<file path="config.mk">
export PLATFORM = sky130hd
export DESIGN_NAME = trig_record_reader
export DESIGN_NICKNAME = d
export VERILOG_FILES = /design/src/rtl/trig_record_reader.sv
export SDC_FILE = /design/constraint.sdc
export NUM_CORES = 1
export LEC_CHECK = 0
export ABC_AREA = 1
export CORE_MARGIN = 1
export CORE_UTILIZATION = 54
export DETAILED_ROUTE_END_ITERATION = 10
export GPL_TIMING_DRIVEN = 0
export PLACE_DENSITY = 0.75
export REMOVE_ABC_BUFFERS = 1
export SYNTH_ARGS = -nofsm -noshare
export SYNTH_HDL_FRONTEND = slang
export SYNTH_SLANG_ARGS = --single-unit
</file>
<file path="constraint.sdc">
create_clock -name clk_adc -period 4.06 [get_ports clk_adc]
set_input_delay 0.812 -clock clk_adc [delete_from_list [all_inputs] [get_ports clk_adc]]
set_output_delay 0.812 -clock clk_adc [all_outputs]
set_load 0.02 [all_outputs]
</file>
<file path="src/rtl/trig_record_reader.sv">
// Trigger record FIFO (8 deep) with a word-serial readout FSM.
// Optional macro TRIG_RECORD_SEQNUM_EN adds a third word carrying a record sequence number.
module trig_record_reader (
    input  logic        clk_adc,
    input  logic        reset,
    input  logic        clear,
    input  logic        rec_valid,
    input  logic [7:0]  rec_bits,
    input  logic [55:0] rec_time,
    output logic [31:0] out_data,
    output logic        out_valid,
    input  logic        out_ready,
    output logic        out_last,
    output logic [3:0]  fifo_level,
    output logic [15:0] overflow_count
);
    localparam int unsigned Depth = 8;

`ifdef TRIG_RECORD_SEQNUM_EN
    typedef enum logic [1:0] {StIdle, StW0, StW1, StW2} state_e;
    localparam state_e LastSt = StW2;
`else
    typedef enum logic [1:0] {StIdle, StW0, StW1} state_e;
    localparam state_e LastSt = StW1;
`endif

    logic [63:0] r_mem [Depth];
    logic [2:0]  r_wptr, r_rptr;
    logic [3:0]  r_level;
    logic [15:0] r_ovf;
    state_e      r_state, w_state_next;
    logic [31:0] r_data, w_data_next;
    logic        r_valid, w_valid_next;
    logic        r_last, w_last_next;

    logic [63:0] w_head;
    logic        w_xfer, w_pop, w_rec_ok, w_full, w_wr, w_drop;
    logic [3:0]  w_level_next;

    assign w_head   = r_mem[r_rptr];
    assign w_xfer   = r_valid && out_ready;
    assign w_pop    = w_xfer && (r_state == LastSt) && !clear;
    assign w_rec_ok = rec_valid && (rec_bits != 8'd0) && !clear;
    assign w_full   = (r_level == 4'd8);
    // A full FIFO still accepts a record when the head leaves on the same edge.
    assign w_wr     = w_rec_ok && (!w_full || w_pop);
    assign w_drop   = w_rec_ok && w_full && !w_pop;
    assign w_level_next = r_level + 4'(w_wr) - 4'(w_pop);

`ifdef TRIG_RECORD_SEQNUM_EN
    logic [15:0] r_seq;

    always_ff @(posedge clk_adc or posedge reset) begin
        if (reset) begin
            r_seq <= 16'd0;
        end else if (clear) begin
            r_seq <= 16'd0;
        end else if (w_pop) begin
            r_seq <= r_seq + 16'd1;
        end
    end
`endif

    always_comb begin
        w_state_next = r_state;
        w_data_next  = r_data;
        w_valid_next = r_valid;
        w_last_next  = r_last;
        unique case (r_state)
            StIdle: begin
                if (r_level != 4'd0) w_state_next = StW0;
            end
            // W0 spends its first cycle loading the head word into the output register.
            StW0: begin
                if (!r_valid) begin
                    w_data_next  = w_head[63:32];
                    w_valid_next = 1'b1;
                    w_last_next  = 1'b0;
                end else if (out_ready) begin
                    w_data_next  = w_head[31:0];
                    w_last_next  = (LastSt == StW1);
                    w_state_next = StW1;
                end
            end
`ifdef TRIG_RECORD_SEQNUM_EN
            StW1: begin
                if (out_ready) begin
                    w_data_next  = {8'hA5, 8'h00, r_seq};
                    w_last_next  = 1'b1;
                    w_state_next = StW2;
                end
            end
            StW2: begin
`else
            StW1: begin
`endif
                if (out_ready) begin
                    w_valid_next = 1'b0;
                    w_last_next  = 1'b0;
                    w_state_next = (w_level_next != 4'd0) ? StW0 : StIdle;
                end
            end
            default: w_state_next = StIdle;
        endcase
    end

    always_ff @(posedge clk_adc) begin
        if (w_wr) r_mem[r_wptr] <= {rec_bits, rec_time};
    end

    always_ff @(posedge clk_adc or posedge reset) begin
        if (reset) begin
            r_state <= StIdle;
            r_data  <= 32'd0;
            r_valid <= 1'b0;
            r_last  <= 1'b0;
            r_level <= 4'd0;
            r_wptr  <= 3'd0;
            r_rptr  <= 3'd0;
            r_ovf   <= 16'd0;
        end else if (clear) begin
            r_state <= StIdle;
            r_valid <= 1'b0;
            r_last  <= 1'b0;
            r_level <= 4'd0;
            r_wptr  <= 3'd0;
            r_rptr  <= 3'd0;
            r_ovf   <= 16'd0;
        end else begin
            r_state <= w_state_next;
            r_data  <= w_data_next;
            r_valid <= w_valid_next;
            r_last  <= w_last_next;
            r_level <= w_level_next;
            r_wptr  <= r_wptr + 3'(w_wr);
            r_rptr  <= r_rptr + 3'(w_pop);
            if (w_drop && (r_ovf != 16'hFFFF)) r_ovf <= r_ovf + 16'd1;
        end
    end

    assign out_data       = r_data;
    assign out_valid      = r_valid;
    assign out_last       = r_last;
    assign fifo_level     = r_level;
    assign overflow_count = r_ovf;

endmodule

</file>
# Word-level counts from Yosys, hierarchy flattened
# Memories as Yosys holds them, arrays and structs flattened.
# Index checks and enable logic that the tools add are counted.
[op_classes]
addsub = 5
n_eq_ne = 10
n_mux = 23
bitwise_logic = 1
n_reduce_logical = 23
[op_table]
columns = ["op", "count"]
rows = [
  ["32-bit two-way mux", 2],
  ["16-bit two-way mux", 2],
  ["16-bit by 1-bit adder with 16-bit output, second input constant", 1],
  ["16-bit != test, second input constant", 1],
  ["3-bit != test, second input constant", 4],
  ["2-bit two-way mux", 5],
  ["1-bit logical AND", 9],
  ["1-bit two-way mux", 8],
  ["4-bit nonzero test", 2],
  ["8-bit nonzero test", 1],
  ["3-bit by 1-bit adder with 3-bit output", 2],
  ["3-bit two-way mux", 2],
  ["2-bit one-hot mux with 3 select lines", 1],
  ["3-bit AND reduction", 2],
  ["4-bit by 1-bit adder with 4-bit output", 1],
  ["4-bit == test, second input constant", 1],
  ["4-bit two-way mux", 1],
  ["4-bit != test, second input constant", 1],
  ["1-bit one-hot mux with 2 select lines", 2],
  ["4-bit AND reduction", 1],
  ["4-bit by 1-bit subtractor with 4-bit output", 1],
  ["1-bit zero test", 3],
  ["3-bit nonzero test", 1],
  ["2-bit by 1-bit == test with 1-bit output, second input constant", 1],
  ["7 further kinds", 7],
]
[totals]
reg_bits = 62
ram_bits = 512
in_bits = 69
output_inout_bits = 54
word_cells = 71
mem_count = 1
[memory_table]
columns = ["memory", "depth", "width", "read_ports", "rd_ports_with_merged_regs", "write_ports", "line_no", "text"]
rows = [
  ["r_mem", 8, 64, 1, 0, 1, "27", "logic [63:0] r_mem [Depth];"],
]

# Depth between registers and ports, before layout
# Gate-level depths: netlist (run 1).
[depth]
ltp_word = 12
mapped_depth = 15
mapped_depth_nobuf = 15

# Least setup slack after synthesis (run 1)
# No wires, ideal clock.
[synth_path]
kind = "input -> register"
startpoint = "in clear"
endpoint = "mem r_mem[0][0], enable pin"
setup_time_ps = 486
t_arrival_ps = 4201
path_slack_ps = -627
cell_stages = 7
cell_sequence = "inv_2 > nand2_1 > nor2_2 > nor2_4 > nor3_2 > nand2_1 > nor2_1"
[synth_between]
elab_chain_len = 6
elab_cells_between_ends = 7
[synth_rtl]
columns = ["element", "line_no", "text"]
rows = [
  ["start: declaration", "6", "input logic clear,"],
  ["1-bit zero test *", "42, 43", ""],
  ["1-bit logical AND", "42", "assign w_pop = w_xfer && (r_state == LastSt) && !clear;"],
  ["1-bit logical OR", "46", "assign w_wr = w_rec_ok && (!w_full || w_pop);"],
  ["1-bit logical AND *", "46", ""],
  ["1-bit two-way mux *", "108", "if (w_wr) r_mem[r_wptr] <= {rec_bits, rec_time};"],
  ["1-bit two-way mux (not written as such) *", "108", ""],
  ["end: declaration", "27", ""],
]
# Mark *: on every way between the ends. The rest lies on a longest branch, timed or not.

# Final worst setup path (run 1)
[layout_path]
startpoint = "in clear"
endpoint = "mem r_mem[2][38], enable pin"
# Same word-level chain as after synthesis.

==> results of run 1 <==
-- layout make-up --
| type | instances | area share |
|---|---|---|
| sequential | 574 | 0.609 |
| multi-input combinational | 1358 | 0.214 |
| timing repair buffer | 157 | 0.0718 |
| clock buffer | 68 | 0.0535 |
| tap | 585 | 0.0263 |
| clock inverter | 38 | 0.0172 |
| inverter | 48 | 0.00729 |
| antenna | 3 | 0.000270 |
-- synth_stat cells (2+ instances only) --
cell      instances  area (um^2)
o21ai_1           2         10.0
nor2_2            5         31.3
a21oi_1           4         20.0
nor2_4            4         45.0
buf_2            73          365
buf_6             3         33.8
buf_1            13         48.8
o21ai_0           2         10.0
nor2_1           42          158
dfrtp_1          62         1550
inv_1            39          146
nand4_1           7         43.8
nand3_1         426         2130
xor2_1            8         70.1
buf_4             7         52.6
nor3_1            2         10.0
ha_1             11          138
nand2_1         834         3130
edfxtp_1        512        15400
inv_2             8         30.0
clkbuf_1         20         75.1
-- layer usage --
| layer | wire (um) | global-route usage | vias to the layer above |
|---|---|---|---|
| met5 | 15 | 0 | - |
| met4 | 1450 | 0.0872 | 2 |
| met3 | 3980 | 0.0387 | 116 |
| met2 | 27700 | 0.420 | 647 |
| met1 | 22100 | 0.331 | 7720 |
| li1 | - | - | 7406 |
-- kinds of logic after synthesis --
logic type / after synthesis / share of synthesized area
AO/OA/AOI/OAI: 10 / 0.00228
XOR/XNOR: 9 / 0.00334
adder cells (fa/ha/maj): 12 / 0.00669
buffers and inverters: 165 / 0.0324
flip-flops: 574 / 0.718
AND/OR/NAND/NOR: 1326 / 0.237
-- critical path: cells and delay by family --
kind | cells | cell delay, ns
AND/OR/NAND/NOR | 6 | 1.72
buffers and inverters | 4 | 1.59
-- metrics by stage --
stage	instances	area [um^2]	setup slack, ns	hold WS, ns	utilization
2_1_floorplan	1979	23000	-4.59	0.514	-
3_3_place_gp	2686	24900	-11.65	0.466	0.579
3_5_place_dp	2718	25800	-0.661	0.465	0.599
4_1_cts	2825	27800	0.0954	0.465	0.645
5_1_grt	2829	27800	0.00298	0.498	0.645
6_report	2831	27800	0.202	0.479	0.645
-- state kept, by name, summed over array words and instances, names as in the netlist --
name / count
r_state: 2
fifo_level: 4
out_data: 32
out_last: 1
r_rptr: 3
r_mem: 512
r_wptr: 3
out_valid: 1
overflow_count: 16
-- worst paths after layout --
kind / startpoint / end / slack (ns) / cells past startpoint
setup / recovery: clear / r_mem[2][38] / 0.20 / 10
hold / removal: out_data[5] / out_data[5] / 0.48 / 2
setup reg to reg: out_valid / out_data[8] / 0.41 / 7
hold reg to reg: out_data[5] / out_data[5] / 0.48 / 2
max in group asynchronous: reset / out_data[1] / 3.01 / 3
min in group asynchronous: reset / out_data[9] / 0.49 / 2
-- power groups by stage --
stage	Combinational [W]	Clock (W)	Sequential [W]
2_1_floorplan	0.000683	0	0.00722
3_3_place_gp	0.00160	0	0.00710
3_5_place_dp	0.00174	0	0.00702
4_1_cts	0.00175	0.00558	0.00690
5_1_grt	0.00192	0.00579	0.00693
6_report	0.00176	0.00551	0.00690
-- timing repair --
item / CTS / global route
cloned: 0 / 1
buffers inserted: 1 / 2
gates resized for setup: 1 / 2
pin swaps: 1 / 2
endpoints found under the setup margin: 45 / 97
==> flow_metrics.env, run 1 <==
export IMPL_grt_max_degree=131
export IMPL_yosysWarnings=0
export IMPL_worst_slew_pin_slew_ns=1.36
export IMPL_hold_buffers=0
export IMPL_synth_ff_type="edfxtp_1"
export IMPL_routabilityCongestion=0.834
export IMPL_grt_pass1_wl_um=84700
export IMPL_gr_total_overflow=0
export IMPL_cts_sink_count=574
export IMPL_ys_seq_area_frac=0.718
export IMPL_worstSetupStartpointType="primary input"
export IMPL_worstSetupEndpointType="flop"
export IMPL_outcome="finished, final reports clean"
export IMPL_cp_max_fo=35
export IMPL_clock_path_buffers=3
export IMPL_hold_viol_final=0
export IMPL_synthCells=2096
export IMPL_drt_iter0_markers=1403
export IMPL_totalPowerFinal_w=0.0142
export IMPL_antenna_found_initial=4
export IMPL_area_growth_pct=17.9
export IMPL_first_pass_iters=6
export IMPL_num_vias=15900
export IMPL_fillers=3063
export IMPL_cp_required_ns=4.36
export IMPL_setup_violations=0
export IMPL_die_y_um=211
export IMPL_ys_types=33
export IMPL_max_slew_margin=0.0939
export IMPL_regArea_um2=16900
export IMPL_crit_slowest_cell="clkdlybuf4s50_1"
export IMPL_cts_root_buffer="clkbuf_16"
export IMPL_cts_htree_levels=2
export IMPL_io_pins=123
export IMPL_fp_coreArea_um2=43100
export IMPL_p_switching_w=0.00346
export IMPL_synth_async_sr_flop_share=0.108
export IMPL_layout_min_cycle_time_ns=3.86
export IMPL_wl_per_cell_um=19.5
export IMPL_numPortBuffers=122
export IMPL_ys_ff_latch=574
export IMPL_drv_cap=0
export IMPL_rsz0062_at_grt="false"
export IMPL_synth_area_um2=23600
export IMPL_combPwrFrac=0.124
export IMPL_path_class="in -> reg"
export IMPL_cts_tree="built"
export IMPL_switching_share=0.244
export IMPL_clock_skew_ns=0.0106
export IMPL_die_w_um=211
export IMPL_arrival_ns=4.16
export IMPL_path_cells="clkdlybuf4s50_1, clkinv_4, nand2_1, nor2_2, nor2_4, nor3_2, nand2_1, nor2_4, buf_12, buf_12"
export IMPL_grtUsageTotal=0.249
export IMPL_ant_nets=0
export IMPL_fmaxAchievable_mhz=259
export IMPL_p_int_w=0.0107
export IMPL_clk_pin_slew_ns=0.06
export IMPL_min_period_over_period=0.950
export IMPL_grt_pass1_vias=15400
export IMPL_multi_input_area_um2=5950
export IMPL_drive_gt1_frac=0.0695
export IMPL_synth_edf_count=512
export IMPL_fin_nets=2276
export IMPL_core_rowCount=76
export IMPL_tns_ns=0
export IMPL_sequentialPowerShare=0.487
export IMPL_start_util=0.547
export IMPL_final_common_cell="nand2_1"
export IMPL_cts_buffers=56
export IMPL_slowest_delay_ns=0.71
export IMPL_power_leakage_nw=10.5
export IMPL_drt_total_wl_um=55300
export IMPL_via_per_inst=5.61
export IMPL_vdd_drop_max_uv=408
export IMPL_dp_hpwl_um=30600
export IMPL_hold_class="reg -> reg"
export IMPL_clock_latency_ns=0.60
export IMPL_slew_viol_final=0
export IMPL_power_density_nw_per_um2=510
export IMPL_syn_area_per_cell_um2=11.2
export IMPL_die_area_um2=44500
export IMPL_mostFrequentLayoutCells="nand2_1 (834), edfxtp_1 (512), nand3_1 (426)"
export IMPL_pwr_share_clk=0.389
export IMPL_drc=0
No activity file was read; power rests on OpenSTA's default activity.
==> inputs of run 2 (changes only) <==
--- a/config.mk
+++ b/config.mk
@@ -8,6 +8,7 @@
 export ABC_AREA = 1
 export CORE_MARGIN = 1
 export CORE_UTILIZATION = 54
+export CTS_CLUSTER_SIZE = 14
 export DETAILED_ROUTE_END_ITERATION = 10
 export GPL_TIMING_DRIVEN = 0
 export PLACE_DENSITY = 0.75
==> run 2 against run 1 <==
- die area is the same
- design area grew 0.32%
- critical path depth grew 6
- fmax shrank 0.26%
- flip-flop and latch count is the same
- global-route usage grew 0.19 points
- clock power grew 2%
- core utilization grew 0.20 points
- critical path type unchanged
- critical endpoint is now r_state[0]
==> flow_metrics.env, run 2 (synthesis gave the netlist of run 1 again) <==
export IMPL_outcome="finished, final reports clean"
export IMPL_slew_viol_final=0
export IMPL_hold_viol_final=0
export IMPL_cp_required_ns=4.55
export IMPL_via_per_inst=5.62
export IMPL_fin_nets=2278
export IMPL_cp_max_fo=35
export IMPL_setup_violations=0
export IMPL_core_rowCount=76
export IMPL_final_common_cell="nand2_1"
export IMPL_routabilityCongestion=0.834
export IMPL_grt_pass1_wl_um=85200
export IMPL_clock_latency_ns=0.61
export IMPL_totalPowerFinal_w=0.0143
export IMPL_start_util=0.547
export IMPL_vdd_drop_max_uv=357
export IMPL_layout_min_cycle_time_ns=3.87
export IMPL_ff2ff_path_depth=7
export IMPL_top_register="r_mem"
export IMPL_hold_buffers=0
export IMPL_critPathMostFrequentCell="inv_1"
export IMPL_numPortBuffers=122
export IMPL_hold_class="in -> async"
export IMPL_max_slew_margin=0.0867
export IMPL_antenna_found_initial=4
export IMPL_rsz0062_at_grt="false"
export IMPL_place_ws_ns=-0.661
export IMPL_path_cells="clkdlybuf4s50_1, bufinv_16, nand2_1, nor2_2, nor2_4, nor3_2, inv_1, ha_1, inv_1, ha_1, fa_1, xor2_1, inv_1, nand4_1, o21ai_1, nand2_1"
export IMPL_path_buf_inv=5
export IMPL_dp_hpwl_um=30600
export IMPL_crit_slowest_cell="clkdlybuf4s50_1"
export IMPL_clk_pin_slew_ns=0.06
export IMPL_clock_skew_ns=0.0111
export IMPL_power_leakage_nw=10.5
export IMPL_clock_path_buffers=3
export IMPL_fp_coreArea_um2=43100
export IMPL_cts_buffers=57
export IMPL_cp_top_family="buffers and inverters"
export IMPL_drt_total_wl_um=56000
export IMPL_slowest_delay_ns=0.69
export IMPL_fmaxAchievable_mhz=259
export IMPL_tns_ns=0
export IMPL_grtUsageTotal=0.251
export IMPL_worstSetupEndpointType="flop"
export IMPL_drv_cap=0
export IMPL_grt_use_met1=0.332
export IMPL_drt_iter0_markers=1499
export IMPL_arrival_ns=4.36
export IMPL_cts_htree_levels=2
export IMPL_die_y_um=211
export IMPL_grt_pass1_vias=15500
export IMPL_die_area_um2=44500
export IMPL_top_usage_layer="met2"
export IMPL_cts_tree="built"
export IMPL_grt_max_degree=131
export IMPL_gr_usage_met3=0.0375
export IMPL_cts_sink_count=574
export IMPL_mostFrequentLayoutCells="nand2_1 (833), edfxtp_1 (512), nand3_1 (426)"
export IMPL_worstSetupStartpointType="primary input"
export IMPL_min_period_over_period=0.953
export IMPL_io_pins=123
export IMPL_use_met2=0.424
export IMPL_die_w_um=211
export IMPL_drive_gt1_frac=0.0695
export IMPL_wl_per_cell_um=19.8
export IMPL_worst_slew_pin_slew_ns=1.37
export IMPL_num_vias=15900
export IMPL_drc=0
export IMPL_first_pass_iters=5
export IMPL_path_class="in -> reg"
export IMPL_power_density_nw_per_um2=513
export IMPL_cts_root_buffer="clkbuf_16"
export IMPL_cp_depth=16
export IMPL_area_growth_pct=18.3
export IMPL_largest_reg_flops=512
export IMPL_fin_ws_ns=0.192
export IMPL_gr_total_overflow=0
export IMPL_ant_nets=0
## run 2: cell count changes in the layout (fill, tap and decap cells not counted), sizes merged
cell,change
clkbuf,+2
clkinv,+2
inv,-3
clkinvlp,-1
buf,+1
bufinv,+2
## run 2: repair_timing
item / in CTS / in global routing
pin swaps: 1 / 2
endpoints found under the setup margin: 89 / 99
gates cloned: 0 / 1
setup buffers: 1 / 3
gates resized for setup: 1 / 4
## run 2: path summary, 6_finish.rpt
kind,startpoint,endpoint,slack [ns]
worst max-delay path,clear,r_state[0],0.19
worst min-delay path,reset,out_data[9],0.48
worst max register to register,out_valid,out_data[22],0.40
worst min register to register,out_data[16],out_data[16],0.48
max in group asynchronous,reset,out_data[22],3.00
min in group clk_adc,out_data[16],out_data[16],0.48
## run 2: final cells by class
class / instances / area (um^2)
antenna: 3 / 7.51
clock buffer: 70 / 1540
clock inverter: 38 / 485
fill: 3052 / 15200
inverter: 48 / 224
multi-input combinational: 1358 / 5960
sequential: 574 / 16900
tap: 585 / 732
timing repair buffer: 158 / 2000
## run 2: per-layer routing
metal  up-vias  share of wire
met2       689           0.50
met1      7719           0.40
met5         -        0.00025
met4         2          0.028
li1       7405              -
met3       123          0.072
## run 2: through the flow
stage,hold WS [ns],cell area [um^2],cells,util
after CTS,0.474,27800,2827,0.646
after global placement,0.466,24900,2686,0.579
after detailed placement,0.465,25800,2718,0.599
after floorplan,0.514,23000,1979,-
after global routing,0.499,27900,2832,0.647
final,0.479,27900,2834,0.647
## run 2: power by group
| part | switching, W | internal (W) |
|---|---|---|
| clock network | 0.00219 | 0.00344 |
| logic | 0.00112 | 0.000661 |
| registers | 0.000159 | 0.00674 |
| total | 0.00347 | 0.0108 |
## run 2: worst reg2reg max path, delay by kind of cell, from the launching register on
kind,cells,cell delay [ns]
simple gates,4,1.31
flops,1,0.59
buf+inv,3,1.66
==> inputs of run 3 (changes only) <==
--- a/config.mk
+++ b/config.mk
@@ -8,6 +8,7 @@
 export ABC_AREA = 1
 export CORE_MARGIN = 1
 export CORE_UTILIZATION = 54
+export CTS_CLUSTER_DIAMETER = 80
 export CTS_CLUSTER_SIZE = 14
 export DETAILED_ROUTE_END_ITERATION = 10
 export GPL_TIMING_DRIVEN = 0
==> run 3 against run 2 <==
- core utilization down 1.7 points
- sequential share of layout area up 1.6 points
- critical path type is now reg -> reg
- highest routed layer unchanged
- largest cell class unchanged
- worst setup slack better by 0.25 ns
==> flow_metrics.env, run 3 (synthesis gave the netlist of run 1 again) <==
export IMPL_outcome="finished, final reports clean"
export IMPL_via_per_inst=5.63
export IMPL_num_vias=15800
export IMPL_fin_ws_ns=0.446
export IMPL_layout_min_cycle_time_ns=3.61
export IMPL_cts_buffers=46
export IMPL_r2r_slack_ns=0.45
export IMPL_max_slew_margin=0.0527
export IMPL_routabilityCongestion=0.834
export IMPL_cp_max_fo=34
export IMPL_totalPowerFinal_w=0.0128
export IMPL_numPortBuffers=122
export IMPL_gr_total_overflow=0
export IMPL_place_ws_ns=-0.661
export IMPL_utilization=0.631
export IMPL_wl_per_cell_um=19.6
export IMPL_cts_root_buffer="clkbuf_16"
export IMPL_worstSetupStartpointType="flop"
export IMPL_grtUsageTotal=0.248
export IMPL_slew_viol_final=0
export IMPL_pwr_share_clk=0.323
export IMPL_top_register="r_mem"
export IMPL_area_growth_pct=15.2
export IMPL_hold_viol_final=0
export IMPL_power_density_nw_per_um2=471
export IMPL_drt_iter0_markers=1596
export IMPL_placed_cells=2718
export IMPL_sequentialPowerShare=0.539
export IMPL_rr_startpoint="out_valid"
export IMPL_rsz0062_at_grt="false"
export IMPL_drive_gt1_frac=0.0531
export IMPL_worstHoldStart="out_data[5]"
export IMPL_setup_violations=0
export IMPL_min_period_over_period=0.890
export IMPL_arrival_ns=4.07
export IMPL_grt_max_degree=131
export IMPL_first_pass_iters=5
export IMPL_fin_nets=2266
export IMPL_drv_cap=0
export IMPL_path_class="reg -> reg"
export IMPL_ant_nets=0
export IMPL_hold_class="reg -> reg"
export IMPL_drc=0
export IMPL_cts_tree="built"
export IMPL_largest_reg_flops=512
export IMPL_multi_input_area_um2=5950
export IMPL_vdd_drop_max_uv=418
export IMPL_die_w_um=211
export IMPL_final_cells=2807
export IMPL_dp_hpwl_um=30600
export IMPL_die_area_um2=44500
export IMPL_clock_skew_ns=0.0158
export IMPL_p_int_w=0.00957
export IMPL_switching_share=0.252
export IMPL_min_to="out_data[5]"
export IMPL_drt_total_wl_um=55000
export IMPL_fp_coreArea_um2=43100
export IMPL_power_leakage_nw=10.2
export IMPL_io_pins=123
export IMPL_start_util=0.547
export IMPL_p_switching_w=0.00322
export IMPL_grt_pass1_vias=15100
export IMPL_r2r_end="out_data[23]"
export IMPL_cts_htree_levels=2
export IMPL_worst_slew_pin_slew_ns=1.42
export IMPL_cts_sink_count=574
export IMPL_hold_path_cell_count=2
export IMPL_combPwrFrac=0.138
export IMPL_clock_path_buffers=3
export IMPL_fillers=3166
export IMPL_core_rowCount=76
export IMPL_worstSetupEndpointType="flop"
export IMPL_clock_latency_ns=0.57
export IMPL_hold_buffers=0
export IMPL_mostFrequentLayoutCells="nand2_1 (834), edfxtp_1 (512), nand3_1 (426)"
export IMPL_clk_pin_slew_ns=0.07
export IMPL_fmaxAchievable_mhz=277
export IMPL_final_common_cell="nand2_1"
export IMPL_ff2ff_path_depth=7
export IMPL_die_y_um=211
export IMPL_regArea_um2=16900
export IMPL_cp_required_ns=4.51
export IMPL_grt_pass1_wl_um=84200
export IMPL_antenna_found_initial=3
-- run 3: cell count changes in the layout (fill, tap and decap cells not counted), moves of 2 or more --
cell        before  now
clkinvlp_4       4    0
bufinv_16       13    1
clkbuf_1         9   36
clkbuf_8         2    0
clkbuf_16       59   47
diode_2          3    1
clkinv_1        16    1
clkinv_2         6    0
-- run 3: worst max-delay path by stage --
stage | cells after the start | startpoint | to | slack (ns)
floorplan | 9 | r_rptr[0] | out_data[0] | -4.59
global placement | 9 | r_rptr[0] | out_data[0] | -11.65
detailed placement | 10 | clear | r_mem[3][6] | -0.66
CTS | 7 | out_valid | out_data[22] | 0.08
global route | 7 | out_valid | out_data[23] | 0.34
finish | 7 | out_valid | out_data[23] | 0.45
-- run 3: final cells by class --
class                           count  share of cell area
Antenna cell                        1           0.0000921
Clock buffer                       83              0.0483
Timing Repair Buffer              157              0.0736
Clock inverter                      1            0.000322
Inverter                           48             0.00824
Tap cell                          585              0.0269
Multi-Input combinational cell   1358               0.219
Sequential cell                   574               0.623
-- run 3: power by group through the flow --
stage               clock network (W)  registers (W)  logic (W)
global placement                    0        0.00710    0.00160
global route                  0.00443        0.00693    0.00193
detailed placement                  0        0.00702    0.00174
finish                        0.00413        0.00690    0.00177
CTS                           0.00419        0.00690    0.00175
floorplan                           0        0.00722   0.000683
-- run 3: timing repair --
| action | 4_1_cts | 5_1_grt |
|---|---|---|
| endpoints found under the hold margin | 0 | 0 |
| resized for setup | 1 | 4 |
| pin swaps | 1 | 2 |
| gates cloned | 0 | 1 |
| setup buffers | 1 | 2 |
| setup endpoints to repair | 69 | 95 |
-- run 3: critical path: stages, from the launching register on --
cell	delay, ns
dfrtp_2	0.59
buf_12	0.27
inv_2	0.77
nor2_2	0.23
nor2_4	0.76
inv_2	0.58
nand2_1	0.19
nand2_1	0.07
-- run 3: per-layer routing --
layer  GRT usage  wire (um)  vias up
met4      0.0775       1130        4
met1       0.334      22600     7754
met5           0         25        -
met2       0.418      27700      585
li1            -          -     7371
met3      0.0357       3670       89
-- run 3: stage by stage --
step / hold WS (ns) / cell area, um^2 / setup TNS, ns
floorplan: 0.514 / 23000 / -619.41
global placement: 0.466 / 24900 / -2826.27
detailed placement: 0.465 / 25800 / -167.33
CTS: 0.482 / 27100 / 0
global route: 0.500 / 27200 / 0
finish: 0.480 / 27200 / 0
